`config.mk`:
```
export PLATFORM = sky130hd
export DESIGN_NAME = sram_pixel_streamer
export DESIGN_NICKNAME = d
export VERILOG_FILES = /design/src/rtl/conv_pkg.sv /design/src/rtl/word_fifo2.sv /design/src/rtl/sram_pixel_streamer.sv
export SDC_FILE = /design/constraint.sdc
export NUM_CORES = 1
export LEC_CHECK = 0
export CAP_MARGIN = 20
export CORE_AREA = 4 4 141 143
export DETAILED_ROUTE_END_ITERATION = 8
export DIE_AREA = 0 0 145 147
export GPL_ROUTABILITY_DRIVEN = 0
export PLACE_DENSITY = 0.74
export SYNTH_ARGS = -nofsm -noshare
export SYNTH_HDL_FRONTEND = slang
export SYNTH_SLANG_ARGS = --single-unit
```
`constraint.sdc`:
```
create_clock -name clk -period 2.7 [get_ports clk]
set_clock_uncertainty 0.15 [all_clocks]
set_input_delay 0.54 -clock clk [delete_from_list [all_inputs] [get_ports clk]]
set_output_delay 0.54 -clock clk [all_outputs]
set_load 0.02 [all_outputs]
```
`src/rtl/conv_pkg.sv`:
```
// Shared types and constants for the convolution read path.
package conv_pkg;

  localparam int PIX_WIDTH    = 8;
  localparam int PIX_PER_WORD = 64 / PIX_WIDTH;

  typedef logic [PIX_WIDTH-1:0] pixel_t;

  typedef enum logic [1:0] {
    IDLE  = 2'd0,
    RUN   = 2'd1,
    FLUSH = 2'd2
  } streamer_state_e;

endpackage

```
`src/rtl/word_fifo2.sv`:
```
// Two-entry word FIFO holding SRAM words between read return and unpacking.
module word_fifo2 #(
  parameter int DATA_WIDTH = 64
) (
  input  logic                  clk,
  input  logic                  reset,
  input  logic                  push,
  input  logic [DATA_WIDTH-1:0] push_data,
  input  logic                  pop,
  output logic [DATA_WIDTH-1:0] pop_data,
  output logic                  full,
  output logic                  empty,
  output logic [1:0]            count
);

  logic [DATA_WIDTH-1:0] mem_q [2];
  logic [DATA_WIDTH-1:0] mem_d [2];
  logic                  wr_ptr_q, wr_ptr_d;
  logic                  rd_ptr_q, rd_ptr_d;
  logic [1:0]            count_q, count_d;
  logic                  do_push, do_pop;

  assign full     = (count_q == 2'd2);
  assign empty    = (count_q == 2'd0);
  assign count    = count_q;
  assign pop_data = mem_q[rd_ptr_q];

  always_comb begin
    mem_d    = mem_q;
    wr_ptr_d = wr_ptr_q;
    rd_ptr_d = rd_ptr_q;
    count_d  = count_q;
    do_push  = push && !full;
    do_pop   = pop && !empty;
    if (do_push) begin
      mem_d[wr_ptr_q] = push_data;
      wr_ptr_d        = !wr_ptr_q;
    end
    if (do_pop) begin
      rd_ptr_d = !rd_ptr_q;
    end
    case ({do_push, do_pop})
      2'b10:   count_d = count_q + 2'd1;
      2'b01:   count_d = count_q - 2'd1;
      default: count_d = count_q;
    endcase
  end

  always_ff @(posedge clk) begin
    if (reset) begin
      mem_q[0] <= '0;
      mem_q[1] <= '0;
      wr_ptr_q <= 1'b0;
      rd_ptr_q <= 1'b0;
      count_q  <= 2'd0;
    end else begin
      mem_q    <= mem_d;
      wr_ptr_q <= wr_ptr_d;
      rd_ptr_q <= rd_ptr_d;
      count_q  <= count_d;
    end
  end

endmodule

```
`src/rtl/sram_pixel_streamer.sv`:
```
// Streams sequential SRAM words as LSB-first pixels on a valid/ready port.
// Stream handshake: a pixel transfers when pix_valid && pix_ready; while pix_valid && !pix_ready, pix_data and pix_valid hold.
module sram_pixel_streamer
  import conv_pkg::*;
#(
  parameter int ADDR_WIDTH = 12,
  parameter int DATA_WIDTH = 64,
  parameter int PIX_WIDTH  = 8
) (
  input  logic                  clk,
  input  logic                  reset,
  input  logic                  start,
  input  logic [ADDR_WIDTH-1:0] base_address,
  input  logic [ADDR_WIDTH:0]   word_count,
  output logic                  busy,
  output logic                  done,
  output logic [ADDR_WIDTH-1:0] sram_read_address,
  output logic                  sram_read_enable,
  input  logic [DATA_WIDTH-1:0] sram_read_data,
  input  logic                  sram_read_valid,
  output logic [PIX_WIDTH-1:0]  pix_data,
  output logic                  pix_valid,
  input  logic                  pix_ready,
  output logic                  pix_last,
  output streamer_state_e       dbg_state
);

  localparam int PIX_PER_WORD = DATA_WIDTH / PIX_WIDTH;
  localparam int IDX_W        = $clog2(PIX_PER_WORD);
  localparam logic [IDX_W-1:0]  LAST_IDX = IDX_W'(PIX_PER_WORD - 1);
  localparam logic [IDX_W-1:0]  IDX_ONE  = IDX_W'(1);
  localparam logic [ADDR_WIDTH:0] CNT_ONE = (ADDR_WIDTH+1)'(1);

  streamer_state_e       state_q, state_d;
  logic [ADDR_WIDTH-1:0] base_q, base_d;
  logic [ADDR_WIDTH:0]   count_q, count_d;
  logic [ADDR_WIDTH:0]   issued_q, issued_d;
  logic [ADDR_WIDTH:0]   popped_q, popped_d;
  logic                  inflight_q, inflight_d;
  logic [IDX_W-1:0]      idx_q, idx_d;
  logic                  done_q, done_d;

  logic [DATA_WIDTH-1:0] head_word;
  logic                  fifo_full, fifo_empty, fifo_push, fifo_pop;
  logic [1:0]            fifo_count, credit;
  logic                  pix_hs, final_word;

  // Reads returning with nothing outstanding are stale and dropped.
  assign fifo_push = sram_read_valid && inflight_q;
  assign fifo_pop  = pix_hs && (idx_q == LAST_IDX);

  word_fifo2 #(.DATA_WIDTH(DATA_WIDTH)) u_fifo (
    .clk       (clk),
    .reset     (reset),
    .push      (fifo_push),
    .push_data (sram_read_data),
    .pop       (fifo_pop),
    .pop_data  (head_word),
    .full      (fifo_full),
    .empty     (fifo_empty),
    .count     (fifo_count)
  );

  assign credit            = fifo_count + {1'b0, inflight_q};
  assign sram_read_enable  = (state_q == RUN) && (issued_q != count_q) &&
                             !inflight_q && (credit < 2'd2);
  assign sram_read_address = base_q + issued_q[ADDR_WIDTH-1:0];

  assign pix_valid  = !fifo_empty;
  assign pix_hs     = pix_valid && pix_ready;
  assign pix_data   = pix_valid ? head_word[idx_q*PIX_WIDTH +: PIX_WIDTH] : '0;
  assign final_word = (popped_q + CNT_ONE) == count_q;
  assign pix_last   = pix_valid && final_word && (idx_q == LAST_IDX);

  assign busy      = (state_q != IDLE);
  assign done      = done_q;
  assign dbg_state = state_q;

  always_comb begin
    state_d    = state_q;
    base_d     = base_q;
    count_d    = count_q;
    issued_d   = issued_q;
    popped_d   = popped_q;
    inflight_d = inflight_q;
    idx_d      = idx_q;
    done_d     = 1'b0;

    if (sram_read_enable)  inflight_d = 1'b1;
    else if (fifo_push)    inflight_d = 1'b0;
    if (pix_hs)   idx_d    = (idx_q == LAST_IDX) ? '0 : idx_q + IDX_ONE;
    if (fifo_pop) popped_d = popped_q + CNT_ONE;

    case (state_q)
      IDLE: begin
        if (start) begin
          if (word_count != '0) begin
            state_d  = RUN;
            base_d   = base_address;
            count_d  = word_count;
            issued_d = '0;
            popped_d = '0;
            idx_d    = '0;
          end else begin
            done_d = 1'b1;
          end
        end
      end
      RUN: begin
        if (sram_read_enable) begin
          issued_d = issued_q + CNT_ONE;
          if (issued_q + CNT_ONE == count_q) state_d = FLUSH;
        end
      end
      FLUSH: begin
        if (pix_hs && pix_last) begin
          state_d = IDLE;
          done_d  = 1'b1;
        end
      end
      default: state_d = IDLE;
    endcase
  end

  always_ff @(posedge clk) begin
    if (reset) begin
      state_q    <= IDLE;
      base_q     <= '0;
      count_q    <= '0;
      issued_q   <= '0;
      popped_q   <= '0;
      inflight_q <= 1'b0;
      idx_q      <= '0;
      done_q     <= 1'b0;
    end else begin
      state_q    <= state_d;
      base_q     <= base_d;
      count_q    <= count_d;
      issued_q   <= issued_d;
      popped_q   <= popped_d;
      inflight_q <= inflight_d;
      idx_q      <= idx_d;
      done_q     <= done_d;
    end
  end

endmodule

```
==> flow_metrics.env <==
export IMPL_grt_max_degree=133
export IMPL_ys_ff_latch=190
export IMPL_numCtsBuffers=17
export IMPL_endpoint_kind="primary output"
export IMPL_yosysMostFrequentCell="nand2_1"
export IMPL_synth_area_mm2=0.00912
export IMPL_ant_nets=0
export IMPL_critPathLaunch="base_q[0]"
export IMPL_fin_area_mm2=0.0123
export IMPL_setup_slack_ns=-0.511
export IMPL_yosysWarnings=0
export IMPL_ir_drop_mv=0.435
export IMPL_ctsRootBufferMaster="clkbuf_16"
export IMPL_leakagePower_uw=0.00438
export IMPL_required_ns=2.01
export IMPL_crit_type="register to primary output"
export IMPL_io_buffers=120
export IMPL_dpl_cell_area_mm2=0.0112
export IMPL_placementRows=50
export IMPL_finalCritPeriodShare_pct=119
export IMPL_path_clk_slew_ns=0.07
export IMPL_wl_per_cell_um=16.4
export IMPL_worstHoldPathCells=2
export IMPL_area_growth_synth_to_final_pct=34.5
export IMPL_powerDensity_mw_per_mm2=514
export IMPL_synth_area_leaders="dfxtp_1 42%, nand2_1 14%, mux4_2 9.9%"
export IMPL_startpoint_type="register"
export IMPL_worst_r2r_endpoint="issued_q[3]"
export IMPL_failed_checks="negative setup slack"
export IMPL_clock_sinks=190
export IMPL_synth_top_cell_by_area="dfxtp_1"
export IMPL_syn_inst=1099
export IMPL_r2r_setup_slack_ns=0.10
export IMPL_cts_hold_buf=0
export IMPL_die_y_um=147
export IMPL_synth_cell_types=56
export IMPL_worst_path_most_repeated_cell="o21ai_2"
export IMPL_status="complete, but fails checks"
export IMPL_antenna_found_initial=0
export IMPL_setup_tns_final_ns=-4.89
export IMPL_coreArea_mm2=0.0186
export IMPL_vias=8468
export IMPL_rr_worst_depth=9
export IMPL_n_antenna_cell=0
export IMPL_avgSynthCellArea_um2=8.30
export IMPL_total_power_uw=6300
export IMPL_grt_setup_unrepaired="true"
export IMPL_slowest_delay_ns=0.36
export IMPL_clock_latency_ns=0.43
export IMPL_h_tree_depth=4
export IMPL_drtIter0Drc=514
export IMPL_synthArstFlopShare_pct=0
export IMPL_filler_cell_count=1495
export IMPL_dieArea_mm2=0.0213
export IMPL_syn_nets=1210
export IMPL_hold_class="register to register"
export IMPL_synth_seq_area_share_pct=41.7
export IMPL_via_per_inst=5.55
export IMPL_io_pins=121
export IMPL_crit_cells=11
export IMPL_overflow=0
export IMPL_timing_rr_start="issued_q[0]"
export IMPL_finalHoldViolCount=0
export IMPL_synth_top_area_share_pct=41.7
export IMPL_grt_pass1_wl_um=40100
export IMPL_period_needed_ns=3.21
export IMPL_max_slew_margin_rel_pct=61.2
export IMPL_nets=1389
export IMPL_start_util_pct=49.1
export IMPL_cp_endpoint="sram_read_address[10]"
export IMPL_cp_arrival_ns=2.52
export IMPL_worstMarginPinSlew_ns=0.581
export IMPL_drv_cap=0
export IMPL_synthTopCellsByCount="343 x nand2_1, 190 x dfxtp_1, 175 x a21oi_1"
export IMPL_dr_pass1_iters=5
export IMPL_slowest_stage="dfxtp_2"
export IMPL_setup_viol=15
export IMPL_cts_buffer_depth=2
export IMPL_crit_buf_inv=2
export IMPL_grt_pass1_vias=8098
export IMPL_path_cells="ha_4 -> inv_2 -> fa_2 -> nor2b_2 -> o21ai_2 -> a21boi_2 -> o21ai_2 -> a21oi_2 -> mux2_4 -> o2111ai_4 -> buf_6"
export IMPL_maxSlewViolCount=0
export IMPL_post_route_drc_count=0
export IMPL_grt_usage_pct=22.6
export IMPL_synth_edf_count=0
export IMPL_die_x_um=145
export IMPL_drt_total_wl_um=25000
export IMPL_drive_above_1_share_pct=21.5
export IMPL_cts_tree="built"
export IMPL_fmax_mhz=311
export IMPL_path_max_fanout=2
export IMPL_cp_top_family="compound AO/OA/AOI/OAI gates"
export IMPL_synth_flop_cell="dfxtp_1"
export IMPL_hpwl_um=16700
-- worst register-to-register path: cells and delay by family (launching register included) --
family | cells | cell delay [ns]
and+or+nand+nor | 3 | 0.71
AOI/OAI and AO/OA | 2 | 0.71
buffers and inverters | 3 | 0.44
DFF | 1 | 0.34
xor gates and xnor gates | 1 | 0.19
-- state kept, by name (all words and copies together) (netlist names) --
name	flops
issued_q	13
popped_q	13
u_fifo.rd_ptr_q	1
dbg_state	2
u_fifo.mem_q	128
done	1
u_fifo.count	2
inflight_q	1
idx_q	3
u_fifo.wr_ptr_q	1
count_q	13
base_q	12
-- report_power, final --
| part | leakage, uW | internal, uW | switching (uW) |
|---|---|---|---|
| Clock | 0.000298 | 1340 | 1230 |
| Combinational | 0.00254 | 395 | 419 |
| Sequential | 0.00154 | 2870 | 48.3 |
-- cells in the final DEF, fill, tap and decap left out, types with 5 or more instances in the layout --
| master | count |
|---|---|
| clkdlybuf4s50_1 | 98 |
| nor4_1 | 5 |
| inv_1 | 13 |
| buf_6 | 16 |
| nand2b_1 | 5 |
| nand2_1 | 340 |
| dfxtp_2 | 8 |
| clkbuf_16 | 19 |
| buf_4 | 102 |
| nand3_1 | 13 |
| mux4_2 | 40 |
| ha_4 | 6 |
| or2_2 | 5 |
| nor2_1 | 34 |
| o21ai_0 | 9 |
| and2_4 | 9 |
| nand4_1 | 5 |
| buf_12 | 9 |
| xnor2_2 | 7 |
| a21oi_1 | 171 |
| inv_6 | 7 |
| ha_1 | 10 |
| xor2_1 | 11 |
| nor3_1 | 11 |
| or3_1 | 9 |
| xnor2_1 | 36 |
| o211ai_1 | 7 |
| dfxtp_1 | 179 |
-- metrics by stage --
step	util, %	worst slack, ns	instances	hold WS [ns]
after detailed placement	60.5	-0.749	1481	0.296
after global routing	66.0	-0.613	1525	0.317
after global placement	60.5	-0.668	1481	0.289
final	66.0	-0.511	1525	0.306
after CTS	64.6	-0.590	1519	0.307
after floorplan	-	-0.0474	1099	0.283
-- area by class of cell --
cell class	count	area (um^2)	share of cell area, %
multi-input combinational	823	5300	43.2
inverter	16	60.1	0.490
timing repair buffer	230	2180	17.8
clock inverter	15	183	1.49
sequential	190	3820	31.2
tap	234	293	2.39
clock buffer	17	425	3.47
-- kinds of logic after synthesis --
family	after synthesis	synth area share (%)
flops	190	41.7
fa+ha+maj	17	2.42
xor+xnor	57	5.48
mux	46	10.6
compound gates	226	13.7
buf+inv	86	3.72
simple gates	477	22.4
-- timing repair --
item	CTS	global route
gates cloned	0	2
buffers inserted	6	5
gates resized for setup	132	56
pin swaps	13	27
setup endpoints to repair	21	21
-- worst min-delay path by stage --
stage | start | to | slack (ns)
final | u_fifo.mem_q[77] | u_fifo.mem_q[77] | 0.31
after global routing | u_fifo.mem_q[109] | u_fifo.mem_q[109] | 0.32
after CTS | u_fifo.mem_q[33] | u_fifo.mem_q[33] | 0.31
after detailed placement | u_fifo.mem_q[3] | u_fifo.mem_q[3] | 0.30
after global placement | u_fifo.mem_q[7] | u_fifo.mem_q[7] | 0.29
after floorplan | u_fifo.mem_q[0] | u_fifo.mem_q[0] | 0.28
-- per-layer routing --
layer,wire [um],GRT usage [%],part of all wire (%),vias up
li1,-,-,-,4119
met1,10200,28.6,41,4026
met2,12700,39.8,51,287
met3,1470,4.01,5.9,36
met4,563,6.75,2.3,0
met5,0,0,0,-
Power figures use the tool's default switching activity.
